### src/rtl/mc_control.sv
// rtl/mc_control.sv - multi-cycle FSM control unit for the MIPS-subset CPU
module mc_control #(
  parameter int OPW    = 6,
  parameter int ALUOPW = 4,
  parameter int CNTW   = 32
) (
  input  logic              clk,
  input  logic              rstn,
  input  logic [OPW-1:0]    op,
  input  logic [4:0]        rt,
  input  logic              mem_ready,
  output logic              mem_req,
  output logic              mem_write,
  output logic              i_or_d,
  output logic              ir_write,
  output logic              pc_write,
  output logic              pc_write_cond,
  output logic              branch_not,
  output logic [1:0]        pc_source,
  output logic              alu_src_a,
  output logic [1:0]        alu_src_b,
  output logic [ALUOPW-1:0] alu_op,
  output logic              ext_op,
  output logic [1:0]        bhw,
  output logic              load_signed,
  output logic [1:0]        reg_dst,
  output logic [1:0]        mem_to_reg,
  output logic              reg_write,
  output logic              illegal,
  output logic [CNTW-1:0]   retired,
  output logic [3:0]        state
);

  typedef enum logic [3:0] {
    S_FETCH  = 4'd0,
    S_DECODE = 4'd1,
    S_MEMADR = 4'd2,
    S_MEMRD  = 4'd3,
    S_MEMWB  = 4'd4,
    S_MEMWR  = 4'd5,
    S_EXEC   = 4'd6,
    S_RWB    = 4'd7,
    S_BRANCH = 4'd8,
    S_JUMP   = 4'd9,
    S_ITYPE  = 4'd10,
    S_IWB    = 4'd11,
    S_TRAP   = 4'd12
  } state_t;

  localparam logic [OPW-1:0] OP_RTYPE = OPW'(6'b000000);
  localparam logic [OPW-1:0] OP_REGIM = OPW'(6'b000001);
  localparam logic [OPW-1:0] OP_J     = OPW'(6'b000010);
  localparam logic [OPW-1:0] OP_JAL   = OPW'(6'b000011);
  localparam logic [OPW-1:0] OP_BEQ   = OPW'(6'b000100);
  localparam logic [OPW-1:0] OP_BNE   = OPW'(6'b000101);
  localparam logic [OPW-1:0] OP_BLEZ  = OPW'(6'b000110);
  localparam logic [OPW-1:0] OP_BGTZ  = OPW'(6'b000111);
  localparam logic [OPW-1:0] OP_ADDI  = OPW'(6'b001000);
  localparam logic [OPW-1:0] OP_ADDIU = OPW'(6'b001001);
  localparam logic [OPW-1:0] OP_SLTI  = OPW'(6'b001010);
  localparam logic [OPW-1:0] OP_SLTIU = OPW'(6'b001011);
  localparam logic [OPW-1:0] OP_ANDI  = OPW'(6'b001100);
  localparam logic [OPW-1:0] OP_ORI   = OPW'(6'b001101);
  localparam logic [OPW-1:0] OP_XORI  = OPW'(6'b001110);
  localparam logic [OPW-1:0] OP_LUI   = OPW'(6'b001111);
  localparam logic [OPW-1:0] OP_LB    = OPW'(6'b100000);
  localparam logic [OPW-1:0] OP_LH    = OPW'(6'b100001);
  localparam logic [OPW-1:0] OP_LW    = OPW'(6'b100011);
  localparam logic [OPW-1:0] OP_LBU   = OPW'(6'b100100);
  localparam logic [OPW-1:0] OP_LHU   = OPW'(6'b100101);
  localparam logic [OPW-1:0] OP_SW    = OPW'(6'b101011);

  localparam logic [ALUOPW-1:0] ALU_ADD   = ALUOPW'(4'd0);
  localparam logic [ALUOPW-1:0] ALU_SUB   = ALUOPW'(4'd1);
  localparam logic [ALUOPW-1:0] ALU_FUNCT = ALUOPW'(4'd2);
  localparam logic [ALUOPW-1:0] ALU_AND   = ALUOPW'(4'd3);
  localparam logic [ALUOPW-1:0] ALU_OR    = ALUOPW'(4'd4);
  localparam logic [ALUOPW-1:0] ALU_XOR   = ALUOPW'(4'd5);
  localparam logic [ALUOPW-1:0] ALU_LUI   = ALUOPW'(4'd6);
  localparam logic [ALUOPW-1:0] ALU_SLT   = ALUOPW'(4'd7);
  localparam logic [ALUOPW-1:0] ALU_SLTU  = ALUOPW'(4'd8);
  localparam logic [ALUOPW-1:0] ALU_SGT   = ALUOPW'(4'd9);

  state_t          state_q, state_d;
  logic [CNTW-1:0] retired_q, retired_d;
  // Cleared by reset and set on the first edge afterwards; keeps every output
  // (including mem_req) low until the first clock edge after reset release.
  logic            active_q;
  logic            retire;

  assign retired = retired_q;
  assign state   = state_q;

  // State, activity flag and retirement counter registers.
  always_ff @(posedge clk or negedge rstn) begin
    if (!rstn) begin
      state_q   <= S_FETCH;
      active_q  <= 1'b0;
      retired_q <= '0;
    end else begin
      state_q   <= state_d;
      active_q  <= 1'b1;
      retired_q <= retired_d;
    end
  end

  // Next-state sequencing and retirement detection.
  always_comb begin
    state_d   = state_q;
    retire    = 1'b0;
    if (active_q) begin
      unique case (state_q)
        S_FETCH:  if (mem_ready) state_d = S_DECODE;
        S_DECODE: begin
          if (op == OP_RTYPE)
            state_d = S_EXEC;
          else if (op == OP_LB || op == OP_LH || op == OP_LW ||
                   op == OP_LBU || op == OP_LHU || op == OP_SW)
            state_d = S_MEMADR;
          else if (op == OP_BEQ || op == OP_BNE || op == OP_BLEZ || op == OP_BGTZ ||
                   (op == OP_REGIM && (rt == 5'd0 || rt == 5'd1)))
            state_d = S_BRANCH;
          else if (op == OP_J || op == OP_JAL)
            state_d = S_JUMP;
          else if (op >= OP_ADDI && op <= OP_LUI)
            state_d = S_ITYPE;
          else
            state_d = S_TRAP;
        end
        S_MEMADR: state_d = (op == OP_SW) ? S_MEMWR : S_MEMRD;
        S_MEMRD:  if (mem_ready) state_d = S_MEMWB;
        S_MEMWB:  begin state_d = S_FETCH; retire = 1'b1; end
        S_MEMWR:  if (mem_ready) begin state_d = S_FETCH; retire = 1'b1; end
        S_EXEC:   state_d = S_RWB;
        S_RWB:    begin state_d = S_FETCH; retire = 1'b1; end
        S_ITYPE:  state_d = S_IWB;
        S_IWB:    begin state_d = S_FETCH; retire = 1'b1; end
        S_BRANCH: begin state_d = S_FETCH; retire = 1'b1; end
        S_JUMP:   begin state_d = S_FETCH; retire = 1'b1; end
        S_TRAP:   state_d = S_FETCH;
        default:  state_d = S_FETCH;
      endcase
    end
    retired_d = retired_q + (retire ? CNTW'(1) : CNTW'(0));
  end

  // Control outputs decoded from the current state and the IR opcode.
  always_comb begin
    mem_req       = 1'b0;
    mem_write     = 1'b0;
    i_or_d        = 1'b0;
    ir_write      = 1'b0;
    pc_write      = 1'b0;
    pc_write_cond = 1'b0;
    branch_not    = 1'b0;
    pc_source     = 2'b00;
    alu_src_a     = 1'b0;
    alu_src_b     = 2'b00;
    alu_op        = ALU_ADD;
    ext_op        = 1'b0;
    bhw           = 2'b00;
    load_signed   = 1'b0;
    reg_dst       = 2'b00;
    mem_to_reg    = 2'b00;
    reg_write     = 1'b0;
    illegal       = 1'b0;
    if (active_q) begin
      unique case (state_q)
        S_FETCH: begin
          // PC+4 is computed every FETCH cycle but only committed on ready.
          mem_req   = 1'b1;
          alu_src_b = 2'b01;
          ir_write  = mem_ready;
          pc_write  = mem_ready;
        end
        S_DECODE: alu_src_b = 2'b11;
        S_MEMADR: begin
          alu_src_a = 1'b1;
          alu_src_b = 2'b10;
          ext_op    = 1'b1;
        end
        S_MEMRD: begin
          mem_req = 1'b1;
          i_or_d  = 1'b1;
        end
        S_MEMWB: begin
          reg_write  = 1'b1;
          mem_to_reg = 2'b01;
          case (op)
            OP_LB:   begin bhw = 2'b01; load_signed = 1'b1; end
            OP_LBU:  bhw = 2'b01;
            OP_LH:   begin bhw = 2'b10; load_signed = 1'b1; end
            OP_LHU:  bhw = 2'b10;
            default: bhw = 2'b00;
          endcase
        end
        S_MEMWR: begin
          mem_req   = 1'b1;
          mem_write = 1'b1;
          i_or_d    = 1'b1;
        end
        S_EXEC: begin
          alu_src_a = 1'b1;
          alu_op    = ALU_FUNCT;
        end
        S_RWB: begin
          reg_write = 1'b1;
          reg_dst   = 2'b01;
        end
        S_ITYPE: begin
          alu_src_a = 1'b1;
          alu_src_b = 2'b10;
          ext_op    = !(op == OP_ANDI || op == OP_ORI || op == OP_XORI);
          case (op)
            OP_SLTI:  alu_op = ALU_SLT;
            OP_SLTIU: alu_op = ALU_SLTU;
            OP_ANDI:  alu_op = ALU_AND;
            OP_ORI:   alu_op = ALU_OR;
            OP_XORI:  alu_op = ALU_XOR;
            OP_LUI:   alu_op = ALU_LUI;
            default:  alu_op = ALU_ADD;
          endcase
        end
        S_IWB: reg_write = 1'b1;
        S_BRANCH: begin
          // The ALU yields zero when the compare holds; branch_not flips the sense.
          alu_src_a     = 1'b1;
          pc_write_cond = 1'b1;
          pc_source     = 2'b01;
          case (op)
            OP_BEQ:  alu_op = ALU_SUB;
            OP_BNE:  begin alu_op = ALU_SUB; branch_not = 1'b1; end
            OP_BGTZ: begin alu_op = ALU_SGT; branch_not = 1'b1; end
            OP_BLEZ: alu_op = ALU_SGT;
            default: begin alu_op = ALU_SLT; branch_not = (rt == 5'd0); end
          endcase
        end
        S_JUMP: begin
          pc_write  = 1'b1;
          pc_source = 2'b10;
          if (op == OP_JAL) begin
            reg_write  = 1'b1;
            reg_dst    = 2'b10;
            mem_to_reg = 2'b10;
          end
        end
        S_TRAP: illegal = 1'b1;
        default: ;
      endcase
    end
  end

endmodule

### config.mk
export PLATFORM = sky130hd
export DESIGN_NAME = mc_control
export DESIGN_NICKNAME = d
export VERILOG_FILES = /design/src/rtl/mc_control.sv
export SDC_FILE = /design/constraint.sdc
export NUM_CORES = 1
export LEC_CHECK = 0
export ABC_AREA = 1
export CAP_MARGIN = 20
export CORE_UTILIZATION = 45
export CTS_BUF_LIST = sky130_fd_sc_hd__clkbuf_8
export DETAILED_ROUTE_END_ITERATION = 10
export GPL_ROUTABILITY_DRIVEN = 0
export PLACE_DENSITY_LB_ADDON = 0.15
export SETUP_SLACK_MARGIN = 0.05
export SKIP_CTS_REPAIR_TIMING = 1
export SLEW_MARGIN = 20
export SYNTH_ARGS = -nofsm -noshare
export SYNTH_HDL_FRONTEND = slang
export SYNTH_SLANG_ARGS = --single-unit
### constraint.sdc
create_clock -name clk -period 3.1 [get_ports clk]
set_clock_uncertainty 0.05 [all_clocks]
set_input_delay 0.31 -clock clk [delete_from_list [all_inputs] [get_ports clk]]
set_output_delay 0.31 -clock clk [all_outputs]
set_load 0.02 [all_outputs]
==> metrics <==
GRT Total Usage around a quarter; Syn Area/Cell 7.01 um^2; final wirelength between 6 and 7 mm; Final min period 2.72 ns; Max Slew Vio Count 0; IO Count between 70 and 80; syn_nets around 370; worst slew pin tran 0.777 ns; Starting Density a little under half; Synth Instances 349; synthesized area roughly 0.0024 mm^2; post-synth top area share about 38%; Synth Flop Type dfrtp_1; CTS tree yes; Final Hold Viols 0; initial antenna violation count 0; synth warn 0; clk_lat worst skew roughly 0.29 ns; most instantiated cells after synthesis nand2_1 (88), nor2_1 (62), inv_1 (41); routed vias around 2,500; Post-synth ARST share 100%; period utilization 87.6%; FP Rows 26; Slowest Stage Delay on Critical Path 0.65 ns; vias per inst between 5 and 6; Static Leak around 1.5 nW; library cells used by synthesis 27; port bufs 75; Critical Path AT 2.36 ns; CP cell instances inv_1 > nor2_1 > nand3_1 > nor2_1 > inv_1 > o21ai_0 > clkdlybuf4s50_1; status completed; Worst path slowest cell clkdlybuf4s50_1; routed len/inst roughly 13 um; DIE AREA 0.00574 mm^2; max_cap viols 0; startpoint types flop; synthesized flop and latch total 37; CTS root buf clkbuf_8; Setup crit end kind output pin; setup TNS 0 ns; DRC 0; first-pass GRT wire length between 10 and 15 mm; Worst slew margin between 40 and 50%; Post-synth EDFFs 0; vias in the first global route between 2,000 and 2,500; Core ar. just over 0.005 mm^2; Clock Sinks 37; count leader, synth nand2_1; Worst-path clk slew 0.08 ns; DRT Pass-1 Iters 5; post-route ant nets 0; TritonCTS Buffers 5; DRT iter0 DRCs 107; RSZ-0062 raised after global routing false; Bufs on Longest Clock Path 2; largest area contributor in the netlist dfrtp_1; DIE WIDTH roughly 76 um; Final #Nets 447; Fill cells between 400 and 500; maximum fanout along the worst path 4; layout cell share with drive strength beyond 1 approximately 7.2%; f_max approximately 370 MHz; ANT cells 0; critical path required time about 2.7 ns; Power Density ~530 mW/mm^2; final hold slack roughly 0.047 ns; P&R area growth vs syn 38.1%; CP Class flop to output pin; Hold Path Class input pin to async pin; largest net degree at the start of global routing 38; die height between 70 and 80 um; DP Wirelength between 5 and 6 mm; H-tree levels 2; Synth area leaders dfrtp_1 (38%), nand2_1 (13%), nor2_1 (9.5%); sequential share of the synthesized area around 38%; total gr overflow 0; final setup violation count 0; VDD IR-drop max approximately 0.44 mV
==> area by class of cell <==
class / instances / area [um^2] / share of cell area (%)
Clock inverter: 2 / 13.8 / 0.407
Sequential cell: 37 / 926 / 27.4
Multi-Input combinational cell: 266 / 1350 / 39.9
Inverter: 45 / 169 / 5.00
Timing Repair Buffer: 76 / 753 / 22.3
Tap cell: 70 / 87.6 / 2.59
Clock buffer: 6 / 82.6 / 2.44
==> kinds of logic after synthesis <==
| group | after synthesis | synth area share (%) |
|---|---|---|
| xor+xnor | 26 | 9.30 |
| fa+ha+maj | 2 | 1.02 |
| flops | 37 | 37.8 |
| simple gates | 211 | 39.0 |
| buf+inv | 46 | 7.05 |
| compound gates | 26 | 5.67 |
| other cells | 1 | 0.153 |
==> where the power goes <==
part           switching (mW)  total (mW)  internal (mW)
combinational           0.480       0.804          0.325
clock                   0.169       0.349          0.180
sequential             0.0863       0.626          0.539
total                   0.735        1.78           1.04
==> through the flow <==
stage	worst slack, ns	instance area [um^2]	util, %	instances	power, mW
2_1_floorplan	0.451	2450	-	349	1.09
3_3_place_gp	0.521	3280	63.5	494	1.42
3_5_place_dp	0.489	3280	63.5	494	1.43
4_1_cts	0.407	3380	65.4	502	1.79
5_1_grt	0.161	3380	65.4	502	1.89
6_report	0.383	3380	65.4	502	1.78
==> critical path: cells and delay by family, from the launching register on <==
kind / cells / cell delay [ns]
flops: 1 / 0.42
simple gates: 3 / 0.56
buf+inv: 3 / 0.86
compound gates: 1 / 0.23
==> per-layer routing <==
| layer | wire length [um] | vias to the layer above | part of all wire, % | global-route usage [%] |
|---|---|---|---|---|
| li1 | - | 1267 | - | - |
| met1 | 2660 | 1135 | 41 | 27.6 |
| met2 | 3250 | 88 | 51 | 41.9 |
| met3 | 295 | 24 | 4.6 | 5.82 |
| met4 | 222 | 0 | 3.5 | 10.7 |
| met5 | 0 | - | 0 | 0 |
==> state kept, by name, summed over array words and instances (netlist names) <==
name      cells
retired      32
state         4
active_q      1
==> path summary, 6_finish.rpt <==
path | slack, ns | endpoint | depth (start not counted) | startpoint
max | 0.38 | reg_write | 7 | state[3]
max reg2reg | 0.47 | retired[30] | 13 | state[2]
max in group asynchronous | 2.46 | retired[11] | 1 | rstn
min reg2reg | 0.45 | retired[31] | 2 | retired[31]
min in group clk | 0.45 | retired[31] | 2 | retired[31]
min | 0.05 | retired[23] | 1 | rstn
==> cell usage in the layout, fill, tap and decap left out, types with 2 or more instances in the layout <==
| cell | netlist | final |
|---|---|---|
| nand2_1 | 88 | 88 |
| clkbuf_8 | 0 | 6 |
| nor3_2 | 4 | 4 |
| nand3_2 | 2 | 2 |
| nor2_2 | 4 | 4 |
| dfrtp_1 | 37 | 37 |
| nor2_1 | 62 | 62 |
| a21oi_1 | 8 | 8 |
| nand4_1 | 6 | 6 |
| xor2_1 | 17 | 17 |
| inv_2 | 4 | 4 |
| clkdlybuf4s50_1 | 0 | 74 |
| xnor2_1 | 9 | 9 |
| nand3_1 | 23 | 23 |
| ha_1 | 2 | 2 |
| inv_1 | 41 | 41 |
| nor3_1 | 14 | 14 |
| nor2_4 | 3 | 3 |
| o21ai_0 | 15 | 15 |
No activity file was read; power rests on OpenSTA's default activity.
